$ cat src/rtl/simd_mul_sched.sv
// simd_mul_sched: round-robin scheduler sharing one combinational 8-bit SIMD
// multiplier between two requesters, with a tagged valid/ready response port.
module simd_mul_sched #(
    parameter int unsigned CNT_W = 8
) (
    input  logic             clk,
    input  logic             rst_n,
    input  logic             req0_valid,
    output logic             req0_ready,
    input  logic [7:0]       req0_a,
    input  logic [7:0]       req0_b,
    input  logic [1:0]       req0_mode,
    input  logic             req1_valid,
    output logic             req1_ready,
    input  logic [7:0]       req1_a,
    input  logic [7:0]       req1_b,
    input  logic [1:0]       req1_mode,
    output logic [7:0]       mul_a,
    output logic [7:0]       mul_b,
    output logic             mul_h,
    output logic             mul_x,
    output logic             mul_c,
    input  logic [7:0]       mul_result,
    output logic             rsp_valid,
    input  logic             rsp_ready,
    output logic [7:0]       rsp_data,
    output logic             rsp_id,
    output logic             busy,
    output logic [CNT_W-1:0] cnt0,
    output logic [CNT_W-1:0] cnt1
);

    localparam int unsigned DW = 8;
    localparam int unsigned MW = 2;
    localparam logic [CNT_W-1:0] CNT_MAX = {CNT_W{1'b1}};

    typedef enum logic [1:0] {
        IDLE = 2'd0,
        EXEC = 2'd1,
        DONE = 2'd2
    } state_t;

    state_t         state;
    logic           rr_ptr;
    logic [DW-1:0]  a_q;
    logic [DW-1:0]  b_q;
    logic [MW-1:0]  mode_q;
    logic           id_q;

    logic           accept;
    logic           gnt;
    logic           gnt_id;
    logic [DW-1:0]  gnt_a;
    logic [DW-1:0]  gnt_b;
    logic [MW-1:0]  gnt_mode;

    // Round-robin arbitration inside the accept window; ready is a same-cycle grant.
    always_comb begin
        accept   = (state == IDLE) || ((state == DONE) && rsp_ready);
        gnt      = accept && (req0_valid || req1_valid);
        gnt_id   = (req0_valid && req1_valid) ? rr_ptr : req1_valid;
        gnt_a    = gnt_id ? req1_a    : req0_a;
        gnt_b    = gnt_id ? req1_b    : req0_b;
        gnt_mode = gnt_id ? req1_mode : req0_mode;
        req0_ready = gnt && !gnt_id;
        req1_ready = gnt && gnt_id;
    end

    // Lane-mode decode from the captured mode only, so selects are stable in EXEC.
    always_comb begin
        mul_h = 1'b0;
        mul_x = 1'b0;
        mul_c = 1'b0;
        case (mode_q)
            2'b00:   mul_h = 1'b1;
            2'b01:   mul_x = 1'b1;
            2'b11:   mul_c = 1'b1;
            default: ;
        endcase
    end

    assign mul_a = a_q;
    assign mul_b = b_q;
    assign busy  = (state != IDLE);

    // Scheduler FSM: capture on grant, one-cycle execute, hold response until taken.
    always_ff @(posedge clk or negedge rst_n) begin
        if (!rst_n) begin
            state     <= IDLE;
            rr_ptr    <= 1'b0;
            a_q       <= '0;
            b_q       <= '0;
            mode_q    <= '0;
            id_q      <= 1'b0;
            rsp_valid <= 1'b0;
            rsp_data  <= '0;
            rsp_id    <= 1'b0;
            cnt0      <= '0;
            cnt1      <= '0;
        end else begin
            case (state)
                IDLE: begin
                    if (gnt) begin
                        state <= EXEC;
                    end
                end
                EXEC: begin
                    rsp_data  <= mul_result;
                    rsp_id    <= id_q;
                    rsp_valid <= 1'b1;
                    state     <= DONE;
                end
                DONE: begin
                    if (rsp_ready) begin
                        rsp_valid <= 1'b0;
                        state     <= gnt ? EXEC : IDLE;
                    end
                end
                default: state <= IDLE;
            endcase

            if (gnt) begin
                a_q    <= gnt_a;
                b_q    <= gnt_b;
                mode_q <= gnt_mode;
                id_q   <= gnt_id;
                rr_ptr <= ~gnt_id;
                if (!gnt_id && (cnt0 != CNT_MAX)) begin
                    cnt0 <= cnt0 + CNT_W'(1);
                end
                if (gnt_id && (cnt1 != CNT_MAX)) begin
                    cnt1 <= cnt1 + CNT_W'(1);
                end
            end
        end
    end

endmodule

$ cat config.mk
export PLATFORM = sky130hd
export DESIGN_NAME = simd_mul_sched
export DESIGN_NICKNAME = d
export VERILOG_FILES = /design/src/rtl/simd_mul_sched.sv
export SDC_FILE = /design/constraint.sdc
export NUM_CORES = 1
export LEC_CHECK = 0
export BUFFER_PORTS_ARGS = -buffer_cell sky130_fd_sc_hd__buf_2
export CAP_MARGIN = 20
export CORE_MARGIN = 3
export CORE_UTILIZATION = 40
export DETAILED_ROUTE_END_ITERATION = 8
export PLACE_DENSITY = 0.73
export SYNTH_ARGS = -nofsm -noshare
export SYNTH_HDL_FRONTEND = slang
export SYNTH_SLANG_ARGS = --single-unit
export TNS_END_PERCENT = 50
$ cat constraint.sdc
create_clock -name clk -period 1.5 [get_ports clk]
set_input_delay 0 -clock clk [delete_from_list [all_inputs] [get_ports clk]]
set_output_delay 0 -clock clk [all_outputs]
set_load 0.02 [all_outputs]
# [Yosys cells after proc, flatten, opt, wreduce, memory -nomap -nowiden]
# Index checks and enable logic that the tools add are counted.
[op_classes] n_addsub=2 eq_ne=8 mux=13 bitwise_logic=1 n_reduce_logical=18
[ops] cell="adder 8 x 1 -> 8 bit (second input constant)" n=2
[ops] cell="two-way mux 8 bit" n=2
[ops] cell="inequality test 8 bit (second input constant)" n=2
[ops] cell="AND reduction 2 bit" n=4
[ops] cell="logical AND 1 bit" n=7
[ops] cell="two-way mux 1 bit" n=6
[ops] cell="two-way mux 2 bit" n=3
[ops] cell="one-hot mux 2 bit (3 select lines)" n=1
[ops] cell="== test 2 x 1 -> 1 bit (second input constant)" n=2
[ops] cell="== test 2 bit (second input constant)" n=2
[ops] cell="logical NOT 2 bit" n=2
[ops] cell="inequality test 2 bit (second input constant)" n=2
[ops] cell="nonzero test 2 bit" n=2
[ops] cell="logical OR 1 bit" n=2
[ops] cell="one-hot mux 1 bit (2 select lines)" n=1
[ops] cell="logical NOT 1 bit" n=1
[ops] cell="inverter 1 bit" n=1
[word_totals] reg_bits=48 input_bits=49 out_inout_bits=48 elab_cells=53

# [Logic depth before layout (Yosys ltp)]
# Gate-level depths: netlist (run 1).
[depth] ltp_word=7 depth_mapped=6

# [Worst setup path before layout (run 1)]
# OpenSTA, ideal clock, no wires.
[synth_path] kind="reg2reg" from="reg state[1]" to="reg cnt0[5]" setup_ps=125 arrival_ps=1467 slack_ps=-92 path_stages_with_launch=6 cell_sequence="dfrtp_1 > nor2b_4 > a2111oi_4 > buf_6 > nand4_2 > mux2_4"
[synth_via] elab_chain_len=5 word_cells_on_any_way=6
[synth_rtl] item="start, declared" line_no="43" source="state_t state;"
[synth_rtl] item="start signal, assigned" line_no="116" source="state <= gnt ? EXEC : IDLE;"
[synth_rtl] item="== test 2 bit" line_no="59" source="accept = (state == IDLE) || ((state == DONE) && rsp_ready);"
[synth_rtl] item="logical AND 1 bit" line_no="59"
[synth_rtl] item="logical OR 1 bit (*)" line_no="59"
[synth_rtl] item="logical AND 1 bit (*)" line_no="60" source="gnt = accept && (req0_valid || req1_valid);"
[synth_rtl] item="AND reduction 2 bit (no source line) (*)"
[synth_rtl] item="end signal, assigned" line_no="129" source="cnt0 <= cnt0 + CNT_W'(1);"
[synth_rtl] item="end, declared" line_no="29" source="output logic [CNT_W-1:0] cnt0,"
# Every way passes the cells marked *; elsewhere a longest branch is shown, timed or not.
# A chain may end at the register's enable or synchronous reset.

# [Worst setup path after layout (run 1)]
[layout_path] from="reg rr_ptr" to="reg a_q[3], in the netlist mul_a[3]"
[layout_via] elab_chain_len=2
[layout_rtl] item="start, declared" line_no="44" source="logic rr_ptr;"
[layout_rtl] item="start signal, assigned" line_no="127" source="rr_ptr <= ~gnt_id;"
[layout_rtl] item="two-way mux 1 bit" line_no="61" source="gnt_id = (req0_valid && req1_valid) ? rr_ptr : req1_valid;"
[layout_rtl] item="two-way mux 8 bit" line_no="62" source="gnt_a = gnt_id ? req1_a : req0_a;"
[layout_rtl] item="end signal, assigned" line_no="123" source="a_q <= gnt_a;"
[layout_rtl] item="end, declared" line_no="45" source="logic [DW-1:0] a_q;"
# Every way passes these cells.

==> results of run 1 <==
worst min-delay path by stage:
stage                         start     endpoint  slack [ns]
after floorplan               rst_n      cnt0[0]       -0.30
after global placement        rst_n  rsp_data[7]       -0.09
after detailed placement      rst_n  rsp_data[7]       -0.09
after CTS                 rsp_ready     state[1]        0.09
after global routing      rsp_ready     state[1]        0.09
final                     rsp_ready     state[1]        0.09
synthesized netlist by cell type:
cell type / count / area, µm²
sky130_fd_sc_hd__dfrtp_1: 48 / 1200
sky130_fd_sc_hd__nand2b_1: 1 / 6.26
sky130_fd_sc_hd__xnor2_1: 2 / 17.5
sky130_fd_sc_hd__mux2_4: 1 / 15.0
sky130_fd_sc_hd__o211ai_1: 1 / 7.51
sky130_fd_sc_hd__nand4_2: 1 / 12.5
sky130_fd_sc_hd__nor2b_4: 1 / 13.8
sky130_fd_sc_hd__a21o_1: 3 / 22.5
sky130_fd_sc_hd__o2111a_1: 1 / 11.3
sky130_fd_sc_hd__nor3b_1: 1 / 7.51
sky130_fd_sc_hd__a41oi_1: 1 / 8.76
sky130_fd_sc_hd__xor2_1: 5 / 43.8
sky130_fd_sc_hd__nand3_1: 4 / 20.0
sky130_fd_sc_hd__nor2_2: 1 / 6.26
sky130_fd_sc_hd__nor2b_1: 4 / 25.0
sky130_fd_sc_hd__a21oi_1: 6 / 30.0
sky130_fd_sc_hd__buf_6: 2 / 22.5
sky130_fd_sc_hd__o211a_1: 1 / 10.0
sky130_fd_sc_hd__inv_1: 24 / 90.1
sky130_fd_sc_hd__o21a_1: 1 / 7.51
sky130_fd_sc_hd__a2111oi_4: 1 / 27.5
sky130_fd_sc_hd__a222oi_1: 18 / 180
sky130_fd_sc_hd__and2_1: 2 / 12.5
sky130_fd_sc_hd__nand2_1: 7 / 26.3
sky130_fd_sc_hd__nor4b_2: 1 / 15.0
sky130_fd_sc_hd__o21ai_0: 1 / 5.00
sky130_fd_sc_hd__mux2_2: 12 / 135
sky130_fd_sc_hd__nor2_1: 4 / 15.0
sky130_fd_sc_hd__nand4_1: 4 / 25.0
sky130_fd_sc_hd__and3b_1: 1 / 8.76
sky130_fd_sc_hd__or2_2: 1 / 6.26
sky130_fd_sc_hd__buf_2: 4 / 20.0
sky130_fd_sc_hd__and4_1: 1 / 8.76
sky130_fd_sc_hd__nor3_1: 1 / 5.00
sky130_fd_sc_hd__mux2_1: 1 / 11.3
sky130_fd_sc_hd__clkbuf_1: 2 / 7.51
sky130_fd_sc_hd__ha_1: 2 / 25.0
sky130_fd_sc_hd__and3_1: 1 / 6.26
sky130_fd_sc_hd__a31oi_1: 3 / 18.8
power breakdown:
part	leakage, µW	internal, µW	switching (µW)
clock	0.0000552	495	425
combinational	0.00120	1560	1860
sequential	0.000586	1870	411
flip-flops by register name, summed over array words and instances, names as in the netlist:
signal	flops
mul_b	8
rsp_data	8
mul_a	8
rsp_valid	1
rsp_id	1
rr_ptr	1
mode_q	2
id_q	1
cnt1	8
state	2
cnt0	8
final cells by class:
class | instances | area (µm²)
Clock inverter | 2 | 35.0
Multi-Input combinational cell | 96 | 848
Fill cell | 342 | 1410
Clock buffer | 6 | 72.6
Inverter | 24 | 92.6
Timing Repair Buffer | 166 | 1200
Tap cell | 67 | 83.8
Sequential cell | 48 | 1200
per-layer routing:
layer	up-vias	global-route usage	wire, µm
met1	1005	0.274	2520
met5	-	0	0
met3	19	0.0544	704
met4	0	0.0997	165
met2	143	0.348	3150
li1	972	-	-
worst reg2reg max path: stages, from the launching register on:
cell,delay [ns]
sky130_fd_sc_hd__dfrtp_1,0.41
sky130_fd_sc_hd__buf_6,0.13
sky130_fd_sc_hd__o2111a_2,0.28
sky130_fd_sc_hd__buf_12,0.16
sky130_fd_sc_hd__a222oi_1,0.40
sky130_fd_sc_hd__inv_1,0.10
stage by stage:
step / util / TNS [ns] / cell area (µm²) / std cells / total power, µW
2_1_floorplan: - / 0 / 2150 / 176 / 4050
3_3_place_gp: 0.578 / -0.0132 / 2860 / 352 / 5250
6_report: 0.715 / -0.544 / 3540 / 409 / 6620
4_1_cts: 0.707 / -0.0779 / 3490 / 408 / 6470
5_1_grt: 0.715 / -1.39 / 3540 / 409 / 7010
3_5_place_dp: 0.578 / -0.389 / 2860 / 352 / 5330
logic make-up after synthesis:
| kind of cell | count (synthesis) | synth area share |
|---|---|---|
| adders and majority gates | 2 | 0.0117 |
| xor gates and xnor gates | 7 | 0.0287 |
| muxes | 14 | 0.0755 |
| AOI/OAI and AO/OA | 37 | 0.154 |
| buffers and inverters | 32 | 0.0655 |
| DFF | 48 | 0.562 |
| and+or+nand+nor | 36 | 0.103 |
timing repair:
action	in CTS	in global routing
hold buffers	45	0
gates resized for setup	16	8
pin swaps	1	5
buffers inserted	3	1
endpoints found under the hold margin	74	0
endpoints found under the setup margin	27	29
==> load_flow_metrics.sql, run 1 <==
INSERT INTO impl_metrics (metric_group, metric, value, unit) VALUES
('detailed_routing', 'viasPerCell', '5.23', ''),
('sta', 'timing.fmax', '627', 'MHz'),
('global_route', 'first_global_vias', '2215', ''),
('sta', 'timing.final.crit_period', '1.60', 'ns'),
('placed_design', 'pre_cts_slack', '-0.0535', 'ns'),
('clock_tree', 'cts_tree', 'done', ''),
('detailed_routing', 'drc', '0', ''),
('sta', 'hold_viol_final', '0', ''),
('sta', 'worst_pin_slew', '0.380', 'ns'),
('setup_path', 'timing.critical_path.fanout_max', '20', ''),
('status', 'failing_checks', 'negative setup slack', ''),
('clock_tree', 'cts.clk_slew.worst_paths', '0.08', 'ns'),
('global_route', 'globalRouteTotalUtil', '0.216', ''),
('logic_synthesis', 'post_synth.cell_area_avg', '12.1', 'µm²'),
('logic_synthesis', 'synth_cell_types', '39', ''),
('die', 'design.portCount', '97', ''),
('min_path', 'hp-class', 'primary input to flip-flop', ''),
('clock_tree', 'cts-root-buf', 'sky130_fd_sc_hd__clkbuf_8', ''),
('setup_path', 'worstSetupEndpointType', 'flip-flop', ''),
('min_path', 'worst_hold_path.num_cells', '3', ''),
('clock_tree', 'htree_levels', '2', ''),
('sta', 'finalCritPeriodShare', '1.06', ''),
('detailed_routing', 'postRouteAntennaNets', '0', ''),
('sta', 'rsz_0062_raised_after_global_routing', 'yes', ''),
('die', 'placementRows', '25', ''),
('clock_tree', 'cts_inserted_buffers', '5', ''),
('sta', 'finalWorstSetupSlack', '-0.0950', 'ns'),
('setup_path', 'r2r_setup_slack', '-0.1', 'ns'),
('cells_and_area', 'area_growth_syn_to_layout', '65.4', '%'),
('die', 'die-width', '79.1', 'µm'),
('setup_path', 'critical_path.cell_chain', 'buf_6 -> o2111a_2 -> buf_12 -> a222oi_1 -> inv_1', ''),
('global_route', 'antenna_violations_before_repair', '0', ''),
('die', 'placeableCoreArea', '4940', 'µm²'),
('setup_path', 'endpoint', 'mul_a[3]', ''),
('detailed_routing', 'drt-wirelength-per-cell', '16.0', 'µm'),
('placed_design', 'dpl.hpwl', '3.85', 'mm'),
('sta', 'fin_skew', '0.00856', 'ns'),
('placed_design', 'last_weighted_congestion_value_of_the_routability_driven_placer', '0.787', ''),
('placed_design', 'portBuffers', '96', ''),
('clock_tree', 'worst_skew_pair.late_latency', '0.30', 'ns'),
('cells_and_area', 'layout-drive-gt1-share', '0.459', ''),
('power_and_ir_drop', 'pwr_density_cell', '1870', 'nW/µm²'),
('setup_path', 'worst_path_dominant_cell_family', 'compound AO/OA/AOI/OAI gates', ''),
('cells_and_area', 'antenna-diode-count', '0', ''),
('cells_and_area', 'mostFrequentLayoutCells', 'sky130_fd_sc_hd__buf_2, sky130_fd_sc_hd__dfrtp_1, sky130_fd_sc_hd__dlygate4sd3_1, sky130_fd_sc_hd__inv_1, sky130_fd_sc_hd__a222oi_1', ''),
('global_route', 'globalRoute.totalOverflow', '0', ''),
('setup_path', 'rr_endpoint', 'mul_a[3]', ''),
('die', 'initial_utilization', '0.433', ''),
('clock_tree', 'clockBufferDepth', '2', ''),
('setup_path', 'critPathBufInv', '3', ''),
('sta', 'slew-limit-headroom', '0.746', ''),
('setup_path', 'crit_path_start', 'rr_ptr', ''),
('global_route', 'maximum_number_of_pins_on_one_net_before_global_route_repair', '37', ''),
('global_route', 'grt_first_pass_wirelength', '10.5', 'mm'),
('sta', 'hold_slack', '0.0894', 'ns'),
('setup_path', 'critical_path_required', '1.67', 'ns'),
('cells_and_area', 'final_common_cell', 'sky130_fd_sc_hd__buf_2', ''),
('setup_path', 'worst_r2r_path_depth', '5', ''),
('flow_run', 'cap_viol_max_count', '0', ''),
('setup_path', 'critical_path_cell_count', '5', ''),
('logic_synthesis', 'synth_fp_nets', '227', ''),
('die', 'die_y', '79.1', 'µm'),
('logic_synthesis', 'synth_cells', '176', ''),
('power_and_ir_drop', 'static_leakage_power', '0.00184', 'µW'),
('setup_path', 'crit_path_start_kind', 'flip-flop', ''),
('sta', 'final-max-slew-violation-count', '0', ''),
('detailed_routing', 'final_wirelength', '6.53', 'mm'),
('sta', 'setup_viol', '10', ''),
('logic_synthesis', 'synth.yosys.warnings', '0', ''),
('detailed_routing', 'detailroute.via_count', '2139', ''),
('status', 'outcome', 'finished, violations left', '');
Power figures use the tool's default switching activity.
==> run 2, diff against run 1 <==
==> constraint.sdc (replaced) <==
create_clock -name clk -period 1.5 [get_ports clk]
set_input_delay 0.3 -clock clk [delete_from_list [all_inputs] [get_ports clk]]
set_output_delay 0.3 -clock clk [all_outputs]
set_load 0.02 [all_outputs]
==> load_flow_metrics.sql, run 2 (same netlist as run 1, synthesis figures left out) <==
INSERT INTO impl_metrics (metric_group, metric, value, unit) VALUES
('cells_and_area', 'final_cell_area', '3070', 'µm²'),
('status', 'failing_checks', 'negative setup slack', ''),
('cells_and_area', 'nFillCells', '438', ''),
('cells_and_area', 'antenna-diode-count', '0', ''),
('placed_design', 'dpl.hpwl', '3.95', 'mm'),
('cells_and_area', 'area_growth_syn_to_layout', '43.6', '%'),
('sta', 'final.setup.tns', '-0.884', 'ns'),
('clock_tree', 'worst_skew_pair.late_latency', '0.30', 'ns'),
('power_and_ir_drop', 'pwr_density_cell', '2030', 'nW/µm²'),
('setup_path', 'worstSetupEndpointType', 'primary output', ''),
('min_path', 'beginning_of_the_worst_hold_path', 'req1_a[3]', ''),
('setup_path', 'worst-endpoint-arrival', '1.39', 'ns'),
('global_route', 'antenna_violations_before_repair', '0', ''),
('cells_and_area', 'seqCellArea', '1200', 'µm²'),
('sta', 'worst_pin_slew', '0.356', 'ns'),
('power_and_ir_drop', 'worst_ir_drop_vdd', '1320', 'µV'),
('min_path', 'hold_end', 'mul_a[3]', ''),
('die', 'placeableCoreArea', '4940', 'µm²'),
('placed_design', 'pre_cts_slack', '-0.0587', 'ns'),
('detailed_routing', 'dr.first_iter.drc_count', '166', ''),
('sta', 'final-max-slew-violation-count', '0', ''),
('setup_path', 'worstSetupPathType', 'flip-flop to primary output', ''),
('global_route', 'globalRouteTotalUtil', '0.184', ''),
('placed_design', 'placement.cell_area', '2870', 'µm²'),
('global_route', 'globalRoute.totalOverflow', '0', ''),
('sta', 'timing.fmax', '592', 'MHz'),
('cells_and_area', 'mostFrequentLayoutCells', 'sky130_fd_sc_hd__buf_2, sky130_fd_sc_hd__dfrtp_1, sky130_fd_sc_hd__inv_1, sky130_fd_sc_hd__buf_4, sky130_fd_sc_hd__a222oi_1', ''),
('min_path', 'hp-class', 'primary input to flip-flop', ''),
('die', 'dieArea', '6260', 'µm²'),
('cells_and_area', 'utilization', '0.621', ''),
('clock_tree', 'cts_tree', 'done', ''),
('setup_path', 'worst_r2r_path_depth', '6', ''),
('sta', 'hold_viol_final', '0', ''),
('setup_path', 'crit_path_start_kind', 'flip-flop', ''),
('die', 'die_y', '79.1', 'µm'),
('power_and_ir_drop', 'static_leakage_power', '0.00164', 'µW'),
('status', 'outcome', 'finished, violations left', ''),
('sta', 'rsz_0062_raised_after_global_routing', 'yes', ''),
('global_route', 'first_global_vias', '1940', ''),
('global_route', 'grt_first_pass_wirelength', '9.09', 'mm'),
('sta', 'finalWorstSetupSlack', '-0.191', 'ns'),
('sta', 'finalCritPeriodShare', '1.13', ''),
('setup_path', 'r2r_setup_slack', '-0.11', 'ns'),
('cells_and_area', 'final_common_cell', 'sky130_fd_sc_hd__buf_2', ''),
('clock_tree', 'cts.clk_slew.worst_paths', '0.09', 'ns'),
('detailed_routing', 'viasPerCell', '5.15', ''),
('clock_tree', 'cts_inserted_buffers', '5', ''),
('die', 'design.portCount', '97', ''),
('cells_and_area', 'fin_nets', '349', ''),
('placed_design', 'last_weighted_congestion_value_of_the_routability_driven_placer', '0.811', ''),
('setup_path', 'rr_endpoint', 'cnt0[5]', ''),
('clock_tree', 'htree_levels', '2', ''),
('setup_path', 'timing.critical_path.fanout_max', '3', ''),
('detailed_routing', 'detailroute.via_count', '1886', ''),
('clock_tree', 'cts-root-buf', 'sky130_fd_sc_hd__clkbuf_8', ''),
('die', 'placementRows', '25', ''),
('detailed_routing', 'detailedRoute.firstPassIterationCount', '5', ''),
('setup_path', 'worstReg2RegStart', 'state[1]', ''),
('global_route', 'maximum_number_of_pins_on_one_net_before_global_route_repair', '27', ''),
('detailed_routing', 'postRouteAntennaNets', '0', ''),
('detailed_routing', 'drc', '0', ''),
('detailed_routing', 'final_wirelength', '5.37', 'mm'),
('placed_design', 'portBuffers', '96', ''),
('sta', 'hold_slack', '0.222', 'ns'),
('detailed_routing', 'drt-wirelength-per-cell', '14.7', 'µm'),
('setup_path', 'critical_path_required', '1.20', 'ns'),
('cells_and_area', 'layout-drive-gt1-share', '0.522', ''),
('min_path', 'worst_hold_path.num_cells', '3', ''),
('die', 'die-width', '79.1', 'µm'),
('die', 'initial_utilization', '0.433', ''),
('cells_and_area', 'footprint_of_the_multi_input_gates', '842', 'µm²'),
('flow_run', 'cap_viol_max_count', '0', ''),
('clock_tree', 'clockBufferDepth', '2', ''),
('sta', 'timing.final.crit_period', '1.69', 'ns'),
('sta', 'slew-limit-headroom', '0.763', ''),
('clock_tree', 'clkSinkCount', '48', ''),
('sta', 'fin_skew', '0.00801', 'ns'),
('sta', 'setup_viol', '16', '');
-- run 2: changes by cell type in the layout (fill, tap and decap cells not counted), moves of 2 or more --
cell,change
sky130_fd_sc_hd__mux2_2,+2
sky130_fd_sc_hd__dlygate4sd3_1,-44
sky130_fd_sc_hd__buf_4,+4
sky130_fd_sc_hd__buf_6,-2
sky130_fd_sc_hd__mux2_4,-3
-- run 2: metal layers --
layer  up-vias  global-route usage  wire length [µm]
met4         0              0.0704               102
met1       894               0.227              2130
met3         9              0.0476               563
li1        888                   -                 -
met5         -                   0                 0
met2        95               0.307              2580
-- run 2: how the worst max path moves through the flow --
| stage | start | to | slack (ns) | cells past startpoint |
|---|---|---|---|---|
| finish | state[1] | req0_ready | -0.19 | 4 |
| global route | state[1] | req0_ready | -0.29 | 4 |
| CTS | state[0] | req0_ready | -0.21 | 3 |
| detailed placement | rr_ptr | mul_a[0] | -0.06 | 5 |
| global placement | rr_ptr | cnt0[5] | -0.03 | 4 |
| floorplan | rr_ptr | cnt0[5] | 0.02 | 4 |
-- run 2: stage by stage --
| stage | std cells | total power, µW |
|---|---|---|
| detailed placement | 353 | 5320 |
| global placement | 353 | 5250 |
| finish | 366 | 6220 |
| floorplan | 176 | 4050 |
| global route | 366 | 6660 |
| CTS | 365 | 6250 |
-- run 2: power breakdown --
group / internal (µW) / switching (µW) / total (µW)
logic: 1430 / 1750 / 3190
registers: 1870 / 395 / 2260
clock network: 332 / 442 / 774
total: 3630 / 2590 / 6220
-- run 2: worst max-delay path: stages (launching register included) --
cell                        delay, ns
sky130_fd_sc_hd__dfrtp_1         0.41
sky130_fd_sc_hd__nor2b_4         0.15
sky130_fd_sc_hd__a2111oi_4       0.23
sky130_fd_sc_hd__buf_4           0.18
sky130_fd_sc_hd__buf_6           0.11
-- run 2: timing repair --
item,in CTS,in global routing
setup buffers,3,3
hold buffers,1,0
resized for setup,16,5
pin swaps,4,6
hold endpoints to repair,12,0
endpoints found under the setup margin,28,45
-- run 2: area by class of cell --
class,count,area share
Multi-Input combinational cell,96,0.274
Timing Repair Buffer,123,0.248
Inverter,24,0.0293
Tap cell,67,0.0273
Clock inverter,2,0.00530
Sequential cell,48,0.392
Clock buffer,6,0.0236
